<file path="config.mk">
export PLATFORM = sky130hd
export DESIGN_NAME = button_impulse_gen
export DESIGN_NICKNAME = d
export VERILOG_FILES = /design/src/rtl/button_impulse_gen_pkg.sv /design/src/rtl/button_impulse_gen_antirrebote.sv /design/src/rtl/button_impulse_gen.sv
export SDC_FILE = /design/constraint.sdc
export NUM_CORES = 1
export LEC_CHECK = 0
export ABC_AREA = 1
export BUFFER_PORTS_ARGS = -buffer_cell sky130_fd_sc_hd__buf_2
export CAP_MARGIN = 20
export CORE_MARGIN = 2
export CORE_UTILIZATION = 42
export CTS_CLUSTER_DIAMETER = 60
export CTS_CLUSTER_SIZE = 10
export DETAILED_ROUTE_END_ITERATION = 10
export GPL_ROUTABILITY_DRIVEN = 0
export HOLD_SLACK_MARGIN = 0.08
export SYNTH_ARGS = -nofsm -noshare
export SYNTH_HDL_FRONTEND = slang
export SYNTH_SLANG_ARGS = --single-unit
export TNS_END_PERCENT = 50
</file>
<file path="constraint.sdc">
create_clock -name clock -period 1.9 [get_ports clock]
set_input_delay 0.38 -clock clock [delete_from_list [all_inputs] [get_ports clock]]
set_output_delay 0.38 -clock clock [all_outputs]
set_load 0.02 [all_outputs]
</file>
<file path="src/rtl/button_impulse_gen_pkg.sv">
// -----------------------------------------------------------------------------
// button_impulse_gen_pkg
//   Shared definitions for the push-button impulse generator:
//   - default timing parameters (50 MHz board clock)
//   - default mode-index modulus, shared with the colour organiser case range
//   - FSM state type
//   - helper functions used to size the counters
// -----------------------------------------------------------------------------
package button_impulse_gen_pkg;

    // 20 ms of stable samples at 50 MHz
    localparam int DEBOUNCE_CYCLES_DEF = 1_000_000;
    // 0.5 s from the press pulse to the first auto-repeat pulse
    localparam int REPEAT_DELAY_DEF    = 25_000_000;
    // 0.2 s between later auto-repeat pulses
    localparam int REPEAT_PERIOD_DEF   = 10_000_000;
    // Number of colour mappings; the colour organiser decodes the same range
    localparam int NUM_MODOS_DEF       = 4;

    typedef enum logic [1:0] {
        ST_IDLE   = 2'd0,
        ST_HELD   = 2'd1,
        ST_REPEAT = 2'd2
    } estado_t;

    // One spare bit above what the largest count needs, so a counter loaded
    // with its maximum value can never wrap.
    function automatic int cnt_width(input int max_val);
        return $clog2(max_val) + 1;
    endfunction

    function automatic int max2(input int a, input int b);
        return (a > b) ? a : b;
    endfunction

endpackage

</file>
<file path="src/rtl/button_impulse_gen_antirrebote.sv">
// -----------------------------------------------------------------------------
// button_impulse_gen_antirrebote
//   Synchronises the raw push-button into the clock domain and debounces it.
//   The debounced level follows the synchronised input only after
//   DEBOUNCE_CYCLES consecutive edges on which the two disagree.
//
// Ports
//   clock    in   system clock, rising edge
//   reset_n  in   asynchronous active-low reset
//   boton    in   raw button, asynchronous, active-high, bouncy
//   estable  out  debounced button level
// -----------------------------------------------------------------------------
module button_impulse_gen_antirrebote
    import button_impulse_gen_pkg::*;
#(
    parameter int DEBOUNCE_CYCLES = DEBOUNCE_CYCLES_DEF
) (
    input  logic clock,
    input  logic reset_n,
    input  logic boton,
    output logic estable
);

    localparam int CW = cnt_width(DEBOUNCE_CYCLES);
    localparam logic [CW-1:0] CNT_LAST = CW'(DEBOUNCE_CYCLES - 1);

    logic          s1;
    logic          s2;
    logic [CW-1:0] cnt;

    always_ff @(posedge clock or negedge reset_n) begin
        if (!reset_n) begin
            s1      <= 1'b0;
            s2      <= 1'b0;
            cnt     <= '0;
            estable <= 1'b0;
        end else begin
            s1 <= boton;
            s2 <= s1;
            // Any agreeing sample restarts the run, so only an unbroken run
            // of DEBOUNCE_CYCLES disagreeing samples moves the output.
            if (s2 != estable) begin
                if (cnt == CNT_LAST) begin
                    estable <= s2;
                    cnt     <= '0;
                end else begin
                    cnt <= cnt + CW'(1);
                end
            end else begin
                cnt <= '0;
            end
        end
    end

endmodule

</file>
<file path="src/rtl/button_impulse_gen.sv">
// -----------------------------------------------------------------------------
// button_impulse_gen
//   Turns a raw board push-button into the one-cycle colour-mode advance pulse
//   (impulso) used by the colour organiser. One pulse per press, plus
//   optional auto-repeat while the button stays held. A shadow copy of the
//   mode index (modo) is kept for status LEDs and the 7-segment display.
//
// Ports
//   clock      in   system clock, rising edge
//   reset_n    in   asynchronous active-low reset
//   boton      in   raw button, asynchronous, active-high, bouncy
//   repeat_en  in   1 = auto-repeat while held, sampled every cycle
//   impulso    out  registered one-cycle advance pulse
//   estable    out  debounced button level
//   modo       out  shadow mode index, +1 per impulso, wraps to 0
// -----------------------------------------------------------------------------
module button_impulse_gen
    import button_impulse_gen_pkg::*;
#(
    parameter int DEBOUNCE_CYCLES = DEBOUNCE_CYCLES_DEF,
    parameter int REPEAT_DELAY    = REPEAT_DELAY_DEF,
    parameter int REPEAT_PERIOD   = REPEAT_PERIOD_DEF,
    parameter int NUM_MODOS       = NUM_MODOS_DEF
) (
    input  logic       clock,
    input  logic       reset_n,
    input  logic       boton,
    input  logic       repeat_en,
    output logic       impulso,
    output logic       estable,
    output logic [3:0] modo
);

    localparam int RW = cnt_width(max2(REPEAT_DELAY, REPEAT_PERIOD));
    localparam logic [RW-1:0] DELAY_LOAD  = RW'(REPEAT_DELAY - 1);
    localparam logic [RW-1:0] PERIOD_LOAD = RW'(REPEAT_PERIOD - 1);
    localparam logic [3:0]    MODO_LAST   = 4'(NUM_MODOS - 1);

    estado_t       state;
    estado_t       state_n;
    logic [RW-1:0] rep_cnt;
    logic [RW-1:0] rep_cnt_n;
    logic          estable_q;
    logic          pulso;

    button_impulse_gen_antirrebote #(
        .DEBOUNCE_CYCLES (DEBOUNCE_CYCLES)
    ) u_antirrebote (
        .clock   (clock),
        .reset_n (reset_n),
        .boton   (boton),
        .estable (estable)
    );

    always_comb begin
        state_n   = state;
        rep_cnt_n = rep_cnt;
        pulso     = 1'b0;
        case (state)
            ST_IDLE: begin
                if (estable && !estable_q) begin
                    pulso     = 1'b1;
                    rep_cnt_n = DELAY_LOAD;
                    state_n   = ST_HELD;
                end
            end
            ST_HELD, ST_REPEAT: begin
                // With repeat_en low the countdown simply freezes, so
                // re-enabling resumes where it left off.
                if (!estable) begin
                    state_n = ST_IDLE;
                end else if (repeat_en) begin
                    if (rep_cnt == '0) begin
                        pulso     = 1'b1;
                        rep_cnt_n = PERIOD_LOAD;
                        state_n   = ST_REPEAT;
                    end else begin
                        rep_cnt_n = rep_cnt - RW'(1);
                    end
                end
            end
            default: begin
                state_n = ST_IDLE;
            end
        endcase
    end

    always_ff @(posedge clock or negedge reset_n) begin
        if (!reset_n) begin
            state     <= ST_IDLE;
            rep_cnt   <= '0;
            estable_q <= 1'b0;
            impulso   <= 1'b0;
            modo      <= '0;
        end else begin
            state     <= state_n;
            rep_cnt   <= rep_cnt_n;
            estable_q <= estable;
            impulso   <= pulso;
            if (pulso) begin
                modo <= (modo == MODO_LAST) ? 4'd0 : modo + 4'd1;
            end
        end
    end

endmodule

</file>
# Yosys cells after proc, flatten, opt, wreduce, memory -nomap -nowiden
# Index checks and enable logic that the tools add are counted.
[word_totals]
output_inout_bits = 6
elab_cells = 49
ff_bits = 58
[classes]
mux = 18
add_sub_neg = 3
eq_ne = 10
n_reduce_logical = 9
[op_table]
columns = ["cell", "n"]
rows = [
  ["2-to-1 mux 26 bit", 4],
  ["case mux 26 bit (2 select lines)", 1],
  ["2-to-1 mux 21 bit", 2],
  ["logical NOT 26 bit", 1],
  ["subtractor 26 x 1 -> 26 bit, second input constant", 1],
  ["adder 21 x 1 -> 21 bit, second input constant", 1],
  ["equality test 21 x 20 -> 1 bit, second input constant", 1],
  ["2-to-1 mux 2 bit", 4],
  ["!= test 3 bit, second input constant", 2],
  ["adder 4 x 1 -> 4 bit, second input constant", 1],
  ["equality test 4 x 2 -> 1 bit, second input constant", 1],
  ["2-to-1 mux 1 bit", 4],
  ["2-to-1 mux 4 bit", 1],
  ["!= test 2 bit, second input constant", 2],
  ["case mux 2 bit (2 select lines)", 1],
  ["AND reduction 4 bit", 1],
  ["AND reduction 3 bit", 1],
  ["equality test 2 x 1 -> 1 bit, second input constant", 1],
  ["equality test 2 bit, second input constant", 1],
  ["logical NOT 2 bit", 1],
  ["!= test 2 x 1 -> 1 bit, second input constant", 1],
  ["case mux 1 bit (2 select lines)", 1],
  ["AND reduction 2 bit", 1],
  ["nonzero test 2 bit", 1],
  ["4 further kinds", 4],
]

# Longest topological paths before layout
[depth]
ltp_word = 5
mapped_depth = 12

# Hierarchy
# A second synthesis with hierarchy kept.
[unflattened]
hier_cells = 516
area_unflattened_um2 = 3828.7
[modules_own_cells]
columns = ["module", "seq_area_each_um2", "n_inst", "area_per_inst_um2", "cells_each"]
rows = [
  ["button_impulse_gen", 850.8, 1, 2433.6, 341],
  ["button_impulse_gen_antirrebote", 600.6, 1, 1395.1, 175],
]

# Least setup slack after synthesis
# Ideal clock, no wire load.
[synth_timing]
kind = "reg2reg"
startpoint = "reg state[0]"
endpoint = "reg rep_cnt[3]"
setup_ps = 129
t_arrival_ps = 1509
stages_incl_launch_ff = 9
setup_slack_ps = 262
period_less_slack_ps = 1638
required_time_ps = 1771
path_cell_list = "dfrtp_1 -> inv_1 -> ha_1 -> nand2_2 -> nand2_1 -> nand3_4 -> buf_2 -> o21ai_0 -> nand3_1"
[synth_between]
elab_chain_cells = 4
word_cells_on_any_way = 10
[synth_rtl]
columns = ["item", "line", "source"]
rows = [
  ["start: declaration", "button_impulse_gen.sv:39", "estado_t state;"],
  ["start signal: assignment", "button_impulse_gen.sv:96", "state <= state_n;"],
  ["equality test 2 x 1 -> 1 bit or equality test 2 bit (tied branches)", "button_impulse_gen.sv:59", "case (state)"],
  ["OR reduction 2 bit", "button_impulse_gen.sv:59", ""],
  ["!= test 2 x 1 -> 1 bit (no line) (tied with other cells)", "--", ""],
  ["AND reduction 4 bit (no line)", "--", ""],
  ["end signal: assignment", "button_impulse_gen.sv:97", "rep_cnt <= rep_cnt_n;"],
  ["end: declaration", "button_impulse_gen.sv:41", "logic [RW-1:0] rep_cnt;"],
]
# Parallel ways exist; a longest one is shown, timed or not.
# A chain may end at the register's enable or synchronous reset.

# Worst setup path in the final report
[layout_timing]
startpoint = "reg rep_cnt[8]"
endpoint = "reg rep_cnt[17]"
[layout_between]
elab_chain_cells = 5
word_cells_on_any_way = 6
[layout_rtl]
columns = ["item", "line", "source"]
rows = [
  ["subtractor 26 x 1 -> 26 bit or logical NOT 26 bit (tied branches)", "button_impulse_gen.sv:78, button_impulse_gen.sv:73", ""],
  ["2-to-1 mux 26 bit (*)", "button_impulse_gen.sv:73", "if (rep_cnt == '0) begin"],
  ["2-to-1 mux 26 bit (*)", "button_impulse_gen.sv:72", "end else if (repeat_en) begin"],
  ["2-to-1 mux 26 bit (*)", "button_impulse_gen.sv:70", "if (!estable) begin"],
  ["case mux 26 bit (2 select lines) (*)", "button_impulse_gen.sv:59", ""],
]
# Every way passes the cells marked *; elsewhere a longest branch is shown, timed or not. The select of a mux whose other input is x is not followed.

==> load_flow_metrics.sql <==
INSERT INTO impl_metrics (metric_group, metric, value, unit) VALUES
('die', 'start_util', '43.13', '%'),
('sta', 'final.hold.worst_slack', '0.1536', 'ns'),
('run_status', 'status', 'complete, no violations', ''),
('synthesis', 'syn-mean-instance-area', '7.094', 'um^2'),
('sta', 'setup_viol', '0', ''),
('synthesis', 'mappedNetlistNets', '507', ''),
('power', 'vdd.ir_drop.worst', '0.4667', 'mV'),
('detailed_routing', 'drc', '0', ''),
('worst_hold_path', 'worst_hold_path_type', 'in2reg', ''),
('die', 'floorplan.die_area', '9144', 'um^2'),
('cts', 'post-cts-setup-buffer-count', '0', ''),
('finish', 'synthesis_to_layout_area_growth', '13.41', '%'),
('die', 'fp.dieW', '95.63', 'um'),
('power', 'total_leakage_power', '1.894', 'nW'),
('detailed_routing', 'wl_per_cell', '13.67', 'um'),
('worst_setup_path', 'cp-start-kind', 'flop', ''),
('sta', 'final.min_clock_period', '1.719', 'ns'),
('worst_setup_path', 'setup.worst_path.class', 'reg2reg', ''),
('sta', 'fin_worst_skew', '0.01162', 'ns'),
('global_routing', 'maximum_number_of_pins_on_one_net_before_global_route_repair', '23', ''),
('sta', 'rsz0062_at_grt', 'no', ''),
('global_routing', 'overflow', '0', ''),
('worst_setup_path', 'critPathRequiredTime', '2.12', 'ns'),
('detailed_routing', 'via_count', '3267', ''),
('finish', 'final_cell_area', '3999', 'um^2'),
('synthesis', 'synth-seq-area-share', '41.16', '%'),
('sta', 'finalMaxSlewViolations', '0', ''),
('detailed_routing', 'drt-vias-per-instance', '5.161', ''),
('cts', 'cts_made_buffers', '9', ''),
('placed_design', 'dp_hpwl', '6.505', 'mm'),
('sta', 'hold_violations', '0', ''),
('global_routing', 'gr-usage-all-layers', '20.65', '%'),
('synthesis', 'synthesis.area', '3526', 'um^2'),
('cts', 'tritoncts_clock_tree', 'done', ''),
('synthesis', 'syn-instance-count', '497', ''),
('detailed_routing', 'dr.first_iter.drc_count', '196', ''),
('sta', 'timing.setup.tns', '0', 'ns'),
('detailed_routing', 'first_pass_iters', '4', ''),
('synthesis', 'yosys_register_bits', '58', ''),
('finish', 'layout_net_count', '533', ''),
('global_routing', 'grt_first_pass_wirelength', '14.37', 'mm'),
('sta', 'final_worst_path_period_share', '90.50', '%'),
('synthesis', 'synth.distinct_cells', '33', ''),
('power', 'cellPowerDensity', '618.2', 'nW/um^2'),
('global_routing', 'antenna_violations_before_repair', '0', ''),
('die', 'die-height', '95.63', 'um'),
('cts', 'clock_latency', '0.33', 'ns'),
('sta', 'fmax', '581.6', 'MHz'),
('cts', 'cts_max_path_buffers', '2', ''),
('finish', 'diodes', '0', ''),
('flow_run', 'max-cap-violations', '0', ''),
('sta', 'max_slew.worst_pin.slew', '0.4911', 'ns'),
('detailed_routing', 'drt.antenna.violating_nets', '0', ''),
('die', 'num_io_pins', '10', ''),
('worst_setup_path', 'timing.critical_path.fanout_max', '8', ''),
('placed_design', 'portBuffers', '9', ''),
('worst_setup_path', 'critical_path.endpoint_type', 'flop', ''),
('detailed_routing', 'final_wirelength', '8.652', 'mm'),
('cts', 'clkSinkCount', '58', ''),
('die', 'floorplan.core_area', '8175', 'um^2'),
('synthesis', 'yosys_warnings', '0', ''),
('placed_design', 'postPlaceCellArea', '3766', 'um^2'),
('cts', 'clk_pin_slew_worst_paths', '0.07', 'ns'),
('finish', 'post_route_cells_drive_above_1_share', '10.42', '%'),
('global_routing', 'grt_pass1_vias', '3010', ''),
('sta', 'slew_headroom', '67.14', '%'),
('worst_setup_path', 'worstPathArrival', '1.93', 'ns'),
('cts', 'cts_htree_levels', '3', ''),
('cts', 'cts.root.buffer_cell', 'sky130_fd_sc_hd__clkbuf_8', ''),
('die', 'core.rowCount', '33', '');
## timing repair
item                                   4_1_cts  5_1_grt
hold buffers                                 1        0
gates resized for setup                      0        7
endpoints found under the hold margin       15        0
setup endpoints to repair                    0       12
## per-layer routing
metal / global-route usage [%] / share of wire (%) / vias up
met5: 0 / 0 / -
met4: 7.024 / 1.4 / 0
met3: 4.269 / 6.4 / 10
met2: 31.29 / 44 / 75
met1: 29.34 / 48 / 1542
li1: - / - / 1640
## final timing paths
path                                          to  slack, ns             start  depth (start not counted)
max                                  rep_cnt[17]       0.18        rep_cnt[8]                          8
min                             u_antirrebote.s1       0.15             boton                          1
max reg2reg                          rep_cnt[17]       0.18        rep_cnt[8]                          8
min reg2reg                     u_antirrebote.s2       0.35  u_antirrebote.s1                          0
max in group asynchronous                impulso       0.89           reset_n                          3
min in group asynchronous  u_antirrebote.cnt[15]       0.53           reset_n                          2
## cell usage in the layout (no fill, tap or decap), types with 2 or more instances in the layout
cell type | Yosys | routed
sky130_fd_sc_hd__nand2_2 | 5 | 6
sky130_fd_sc_hd__buf_2 | 2 | 9
sky130_fd_sc_hd__clkbuf_8 | 0 | 11
sky130_fd_sc_hd__nand2_1 | 135 | 134
sky130_fd_sc_hd__dfrtp_1 | 58 | 58
sky130_fd_sc_hd__buf_4 | 0 | 8
sky130_fd_sc_hd__inv_1 | 63 | 63
sky130_fd_sc_hd__nor3_1 | 19 | 19
sky130_fd_sc_hd__o21ai_0 | 17 | 16
sky130_fd_sc_hd__buf_12 | 0 | 2
sky130_fd_sc_hd__nor2_2 | 7 | 7
sky130_fd_sc_hd__nor2_4 | 3 | 4
sky130_fd_sc_hd__nand3_1 | 48 | 48
sky130_fd_sc_hd__nand3b_1 | 3 | 3
sky130_fd_sc_hd__nor2_1 | 79 | 78
sky130_fd_sc_hd__a21boi_0 | 5 | 5
sky130_fd_sc_hd__clkbuf_1 | 1 | 3
sky130_fd_sc_hd__a21oi_1 | 5 | 5
sky130_fd_sc_hd__ha_1 | 6 | 5
sky130_fd_sc_hd__xor2_1 | 12 | 12
sky130_fd_sc_hd__a31oi_1 | 2 | 2
sky130_fd_sc_hd__xnor2_1 | 3 | 3
sky130_fd_sc_hd__nand4_1 | 10 | 10
## registers in the layout (all words and copies together) (netlist names)
register               flops
modo                       4
u_antirrebote.s1           1
state                      2
impulso                    1
u_antirrebote.estable      1
u_antirrebote.cnt         21
estable_q                  1
rep_cnt                   26
u_antirrebote.s2           1
## Yosys cell counts
library cell | instances | area share [%]
sky130_fd_sc_hd__a211oi_1 | 1 | 0.21
sky130_fd_sc_hd__a21boi_0 | 5 | 1.1
sky130_fd_sc_hd__a21oi_1 | 5 | 0.71
sky130_fd_sc_hd__a22oi_1 | 1 | 0.21
sky130_fd_sc_hd__a31oi_1 | 2 | 0.35
sky130_fd_sc_hd__and2_1 | 1 | 0.18
sky130_fd_sc_hd__buf_2 | 2 | 0.28
sky130_fd_sc_hd__buf_6 | 2 | 0.64
sky130_fd_sc_hd__clkbuf_1 | 1 | 0.11
sky130_fd_sc_hd__dfrtp_1 | 58 | 41
sky130_fd_sc_hd__ha_1 | 6 | 2.1
sky130_fd_sc_hd__inv_1 | 63 | 6.7
sky130_fd_sc_hd__inv_2 | 1 | 0.11
sky130_fd_sc_hd__nand2_1 | 135 | 14
sky130_fd_sc_hd__nand2_2 | 5 | 0.89
sky130_fd_sc_hd__nand3_1 | 48 | 6.8
sky130_fd_sc_hd__nand3_2 | 1 | 0.28
sky130_fd_sc_hd__nand3_4 | 1 | 0.50
sky130_fd_sc_hd__nand3b_1 | 3 | 0.64
sky130_fd_sc_hd__nand4_1 | 10 | 1.8
sky130_fd_sc_hd__nor2_1 | 79 | 8.4
sky130_fd_sc_hd__nor2_2 | 7 | 1.2
sky130_fd_sc_hd__nor2_4 | 3 | 0.96
sky130_fd_sc_hd__nor3_1 | 19 | 2.7
sky130_fd_sc_hd__nor3b_1 | 1 | 0.21
sky130_fd_sc_hd__nor4_1 | 1 | 0.18
sky130_fd_sc_hd__o211ai_1 | 1 | 0.21
sky130_fd_sc_hd__o211ai_2 | 1 | 0.35
sky130_fd_sc_hd__o21ai_0 | 17 | 2.4
sky130_fd_sc_hd__o21ai_2 | 1 | 0.25
sky130_fd_sc_hd__o21bai_1 | 1 | 0.21
sky130_fd_sc_hd__xnor2_1 | 3 | 0.75
sky130_fd_sc_hd__xor2_1 | 12 | 3.0
## stage by stage
stage	power [mW]	worst slack, ns	utilization (%)	instances
floorplan	1.287	0.2623	-	497
global placement	1.336	0.1188	46.07	616
detailed placement	1.337	0.1037	46.07	616
CTS	2.509	0.07741	48.61	633
global route	2.567	0.003643	48.91	633
finish	2.472	0.1805	48.91	633
## cell type report
cell class              instances  area [um^2]
repair buffers                 20        155.1
clock buffers                  14        162.7
fillers                       829         4177
well taps                     105        131.4
multi-input cells             370         1821
flip-flops and latches         58         1451
inverters                      64        242.7
clock inverters                 2        35.03
## cell families after synthesis
family	count (synthesis)	synth area share (%)
compound gates	35	5.997
xor+xnor	15	3.726
fa+ha+maj	6	2.129
buf+inv	69	7.842
flops	58	41.16
simple gates	314	39.14
## critical path, stage by stage, from the launching register on
cell and delay [ns]:
sky130_fd_sc_hd__dfrtp_1 0.44, sky130_fd_sc_hd__nor2_2 0.21, sky130_fd_sc_hd__nand2_1 0.15, sky130_fd_sc_hd__nor2_4 0.23, sky130_fd_sc_hd__nand2_1 0.10, sky130_fd_sc_hd__nor2_2 0.23
sky130_fd_sc_hd__nor2_2 0.10, sky130_fd_sc_hd__nand3_1 0.07, sky130_fd_sc_hd__o21ai_0 0.08
## report_power, final
group	total [mW]	internal, mW	switching [mW]
registers	1.25	1.24	0.00467
clock network	1.16	0.678	0.482
logic	0.0659	0.0211	0.0449
total	2.47	1.94	0.531
No activity file was read; power rests on OpenSTA's default activity.
